[src/rtl/kgp_risc_pkg.sv]
// Shared KGP-RISC definitions: arbiter state encoding and datapath width.
package kgp_risc_pkg;

  localparam int unsigned DATA_WIDTH = 32;

  typedef enum logic [1:0] {
    ARB_IDLE = 2'd0,
    ARB_EXEC = 2'd1,
    ARB_RESP = 2'd2
  } arb_state_e;

endpackage

[src/rtl/adder.sv]
// Shared ripple-style adder: {cout, sum} = a + b + cin, modulo 2^WIDTH.
module Adder #(
  parameter int unsigned WIDTH = 32
) (
  input  logic [WIDTH-1:0] a,
  input  logic [WIDTH-1:0] b,
  input  logic             cin,
  output logic [WIDTH-1:0] sum,
  output logic             cout
);

  assign {cout, sum} = {1'b0, a} + {1'b0, b} + {{WIDTH{1'b0}}, cin};

endmodule

[src/rtl/rr_picker.sv]
// Combinational round-robin picker: first valid request at or above rr_ptr, wrapping.
module rr_picker #(
  parameter int unsigned NUM_REQ = 3
) (
  input  logic [NUM_REQ-1:0]         req_valid,
  input  logic [$clog2(NUM_REQ)-1:0] rr_ptr,
  output logic [$clog2(NUM_REQ)-1:0] winner,
  output logic                       any
);

  localparam int unsigned IdxW = $clog2(NUM_REQ);

  int unsigned idx;

  // Walk the requesters starting at rr_ptr; the first valid one wins.
  always_comb begin
    winner = '0;
    any    = 1'b0;
    idx    = 0;
    for (int unsigned k = 0; k < NUM_REQ; k++) begin
      idx = (32'(rr_ptr) + k) % NUM_REQ;
      if (!any && req_valid[idx]) begin
        any    = 1'b1;
        winner = IdxW'(idx);
      end
    end
  end

endmodule

[src/rtl/adder_arbiter.sv]
// Round-robin arbiter sharing one Adder among NUM_REQ requesters.
module adder_arbiter
  import kgp_risc_pkg::*;
#(
  parameter int unsigned NUM_REQ = 3,
  parameter int unsigned WIDTH   = DATA_WIDTH
) (
  input  logic                       clk,
  input  logic                       rst,
  input  logic [NUM_REQ-1:0]         req_valid,
  output logic [NUM_REQ-1:0]         req_ready,
  input  logic [NUM_REQ*WIDTH-1:0]   req_a,
  input  logic [NUM_REQ*WIDTH-1:0]   req_b,
  input  logic [NUM_REQ-1:0]         req_cin,
  output logic [NUM_REQ-1:0]         resp_valid,
  input  logic [NUM_REQ-1:0]         resp_ready,
  output logic [WIDTH-1:0]           resp_sum,
  output logic                       resp_cout,
  output logic                       resp_ovf,
  output logic [$clog2(NUM_REQ)-1:0] grant_id,
  output logic                       busy
);

  localparam int unsigned IdxW = $clog2(NUM_REQ);

  arb_state_e       state_q, state_d;
  logic [IdxW-1:0]  rr_ptr_q, rr_ptr_d;
  logic [IdxW-1:0]  grant_q;
  logic [IdxW-1:0]  winner;
  logic             any;
  logic             grant_fire;
  logic [WIDTH-1:0] a_q, b_q, sum_q;
  logic             cin_q, cout_q, ovf_q;
  logic [WIDTH-1:0] add_sum;
  logic             add_cout;

  rr_picker #(
    .NUM_REQ (NUM_REQ)
  ) u_picker (
    .req_valid (req_valid),
    .rr_ptr    (rr_ptr_q),
    .winner    (winner),
    .any       (any)
  );

  // Adder only ever sees the operand registers, never the live request buses.
  Adder #(
    .WIDTH (WIDTH)
  ) u_adder (
    .a    (a_q),
    .b    (b_q),
    .cin  (cin_q),
    .sum  (add_sum),
    .cout (add_cout)
  );

  // Next-state, grant and response-valid decode.
  always_comb begin
    state_d    = state_q;
    rr_ptr_d   = rr_ptr_q;
    req_ready  = '0;
    resp_valid = '0;
    grant_fire = 1'b0;
    unique case (state_q)
      ARB_IDLE: begin
        if (any && !rst) begin
          req_ready[winner] = 1'b1;
          grant_fire        = 1'b1;
          rr_ptr_d          = (winner == IdxW'(NUM_REQ - 1)) ? '0 : winner + IdxW'(1);
          state_d           = ARB_EXEC;
        end
      end
      ARB_EXEC: state_d = ARB_RESP;
      ARB_RESP: begin
        // A reset cycle suppresses the response so a discarded op is never seen.
        if (!rst) resp_valid[grant_q] = 1'b1;
        if (resp_ready[grant_q]) state_d = ARB_IDLE;
      end
      default: state_d = ARB_IDLE;
    endcase
  end

  // State, pointer, operand capture and result registers.
  always_ff @(posedge clk) begin
    if (rst) begin
      state_q  <= ARB_IDLE;
      rr_ptr_q <= '0;
      grant_q  <= '0;
      a_q      <= '0;
      b_q      <= '0;
      cin_q    <= 1'b0;
      sum_q    <= '0;
      cout_q   <= 1'b0;
      ovf_q    <= 1'b0;
    end else begin
      state_q  <= state_d;
      rr_ptr_q <= rr_ptr_d;
      if (grant_fire) begin
        grant_q <= winner;
        a_q     <= req_a[int'(winner)*WIDTH +: WIDTH];
        b_q     <= req_b[int'(winner)*WIDTH +: WIDTH];
        cin_q   <= req_cin[winner];
      end
      if (state_q == ARB_EXEC) begin
        sum_q  <= add_sum;
        cout_q <= add_cout;
        ovf_q  <= (a_q[WIDTH-1] == b_q[WIDTH-1]) & (add_sum[WIDTH-1] != a_q[WIDTH-1]);
      end
    end
  end

  assign resp_sum  = sum_q;
  assign resp_cout = cout_q;
  assign resp_ovf  = ovf_q;
  assign grant_id  = grant_q;
  assign busy      = (state_q != ARB_IDLE);

endmodule

[config.mk]
export PLATFORM = sky130hd
export DESIGN_NAME = adder_arbiter
export DESIGN_NICKNAME = d
export VERILOG_FILES = /design/src/rtl/kgp_risc_pkg.sv /design/src/rtl/adder.sv /design/src/rtl/rr_picker.sv /design/src/rtl/adder_arbiter.sv
export SDC_FILE = /design/constraint.sdc
export NUM_CORES = 1
export LEC_CHECK = 0
export CAP_MARGIN = 20
export CORE_MARGIN = 1
export CORE_UTILIZATION = 48
export CTS_CLUSTER_DIAMETER = 50
export DETAILED_ROUTE_END_ITERATION = 10
export GPL_TIMING_DRIVEN = 0
export PLACE_DENSITY = 0.87
export SKIP_CTS_REPAIR_TIMING = 1
export SYNTH_ARGS = -nofsm -noshare
export SYNTH_HDL_FRONTEND = slang
export SYNTH_SLANG_ARGS = --single-unit
[constraint.sdc]
create_clock -name clk -period 7.96 [get_ports clk]
set_input_delay 1.194 -clock clk [delete_from_list [all_inputs] [get_ports clk]]
set_output_delay 1.194 -clock clk [all_outputs]
set_load 0.01 [all_outputs]
==> impl_metrics.toml <==
[clock_network]
clk_pin_slew_ns = 0.06
clkSinkCount = 105
cts_tree = "done"
root_buffer = "clkbuf_16"
clockBufferDepth = 2
cts_buffers = 9
insertion_delay_ns = 0.35
h-tree-depth = 3

[synth]
yosys_warnings = 0
seq_area_frac_synth_pct = 32.88
netlist.top_cell.by_area = "dfxtp_1"
syn_inst = 814
synthArstFlopShare_pct = 0
netlist_area_sq_um = 6394
syn_avg_cell_area_sq_um = 7.855
synth.area.top_cells = "dfxtp_1 33%, a311oi_1 8.9%, a22oi_1 7.7%"
synthesis.nets = 1052
synth_top_area_share_pct = 32.88
synth-edff-count = 0
ys_ff_latch = 105
synth_ff_type = "dfxtp_1"
synthDistinctLibCells = 55

[route]
drc = 0
drt-total-wl_microns = 22410
met3_length_microns = 1837
vias = 7294
wl_per_cell_microns = 17.97
ant_nets = 0
wl_met2_microns = 10260
drt_iter0_markers = 599
viasPerCell = 5.849
met1_length_microns = 9732
top_layer_used = "met4"
dr.pass1.iters = 5

[layout]
final_nets = 1309
multi_input_area_sq_um = 4003
regArea_sq_um = 2102
diodes = 0
final_common_cell = "clkdlybuf4s50_1"
layout_common_cells = "245 x clkdlybuf4s50_1, 131 x nand2_1, 105 x dfxtp_1"
drive_above_1_share_pct = 3.814
instances_no_fill = 1247
design_area_sq_um = 9365
fillers = 1068
syn2layout_area_growth_pct = 46.48

[placed_design]
dp_cells = 1231
postPlaceCellArea_sq_um = 9061
place.gp.congestion = 0.9376
dpl.hpwl_microns = 17730
port_buffers = 245

[flow_run]
maxCapViolCount = 0

[power_and_ir_drop]
p_leak_nw = 3.610
pwr-share-seq_pct = 26.3
clkPwrFrac_pct = 12.0
power-per-cell-area_nw_per_um2 = 398.9
switchingPower_mw = 1.779
finalPower_mw = 3.736
p_int_mw = 1.957
combPwrFrac_pct = 61.7
p_sw_share_pct = 47.63
ir_drop_mv = 0.1871

[critical_path]
end_kind = "output pin"
crit_type = "in -> out"
startpoint_type = "primary input"
path_max_fanout = 10
required_ns = 6.77
crit_arrival_ns = 4.07

[die]
core_area_sq_um = 12820
initial_core_util_pct = 49.85
rows = 41
io_pins = 246
fp.dieH_microns = 117.4
dieArea_sq_um = 13790
fp.dieW_microns = 117.4

[timing]
drv_slew = 0
worst_pin_slew_ns = 0.9499
fin_crit_sh_pct = 66.09
whs_ns = 0.4538
finalHoldViolCount = 0
layout_min_cycle_time_ns = 5.261
max_freq_ghz = 0.1901
relSlewSlack_pct = 36.55
finalSetupViolCount = 0
tns_ns = 0
fin_skew_ns = 0.008768
rsz0062_at_grt = "no"

[global_routing]
grt_max_degree = 17
antenna_found_initial = 0
grt-ovfl-total = 0
grtUsageTotal_pct = 32.25
grt_first_pass_wirelength_microns = 35300
first_global_vias = 6978

[outcome]
status = "complete, no violations"

[hold_path]
hp-class = "reg -> reg"
## per-stage QoR
stage,setup WS (ns),utilization [%]
floorplan,4.182,-
global route,2.584,73.02
finish,2.699,73.02
global placement,2.772,70.65
CTS,2.711,72.97
detailed placement,2.721,70.65
## cell families after synthesis
| kind of cell | share of synthesized area (%) |
|---|---|
| compound gates | 32.37 |
| xor+xnor | 3.014 |
| fa+ha+maj | 7.397 |
| buf+inv | 4.520 |
| flops | 32.88 |
| mux | 0.7828 |
| simple gates | 19.04 |
## cell type report
| type | instances | area share [%] |
|---|---|---|
| inverter | 17 | 0.6814 |
| tap | 172 | 2.298 |
| timing repair buffer | 246 | 26.27 |
| clock inverter | 4 | 0.5745 |
| sequential | 105 | 22.44 |
| clock buffer | 11 | 2.592 |
| multi-input combinational | 637 | 42.74 |
| buffer | 55 | 2.405 |
## worst max-delay path, stage by stage
cell	delay [ns]
clkdlybuf4s50_1	0.42
inv_1	0.09
a211oi_1	0.08
a2111oi_2	0.87
buf_2	0.38
buf_2	0.31
and2_1	0.18
clkdlybuf4s50_1	0.53
## state kept, by name, summed over array words and instances, names as in the netlist
name / count
a_q: 32
state_q: 2
resp_ovf: 1
rr_ptr_q: 2
resp_sum: 32
grant_id: 2
resp_cout: 1
cin_q: 1
b_q: 32
## power groups by stage
stage,sequential [mW],clock (mW),combinational [mW]
after floorplan,0.938,0,1.50
after global placement,0.978,0,2.21
after CTS,0.973,0.448,2.26
after detailed placement,0.982,0,2.24
final,0.981,0.449,2.31
after global routing,1.00,0.471,2.53
## metal layers
layer / up-vias / track usage, %
met2: 356 / 51.92
met5: - / 0
met1: 3348 / 43.11
met4: 0 / 10.88
met3: 47 / 5.982
li1: 3543 / -
## Yosys cell counts, types with 12 or more instances
cell type  count
a21oi_1       50
a21o_1        13
a311oi_1      65
buf_2         15
ha_1          33
a22oi_1       66
nor2_1        99
dfxtp_1      105
inv_1         17
xor2_1        12
o21ai_0       30
nand2_1      131
clkbuf_1      40
nor3_1        12
## path summary, 6_finish.rpt
| check | to | depth (start not counted) | startpoint | slack (ns) |
|---|---|---|---|---|
| worst max-delay path | req_ready[2] | 8 | req_valid[0] | 2.70 |
| worst min-delay path | resp_sum[17]$_SDFFE_PP0N_ | 2 | resp_sum[17]$_SDFFE_PP0N_ | 0.45 |
| worst max register to register | resp_cout$_SDFFE_PP0N_ | 9 | a_q[0]$_SDFFE_PP0P_ | 4.70 |
| worst min register to register | resp_sum[17]$_SDFFE_PP0N_ | 2 | resp_sum[17]$_SDFFE_PP0N_ | 0.45 |
No activity file was read; power rests on OpenSTA's default activity.
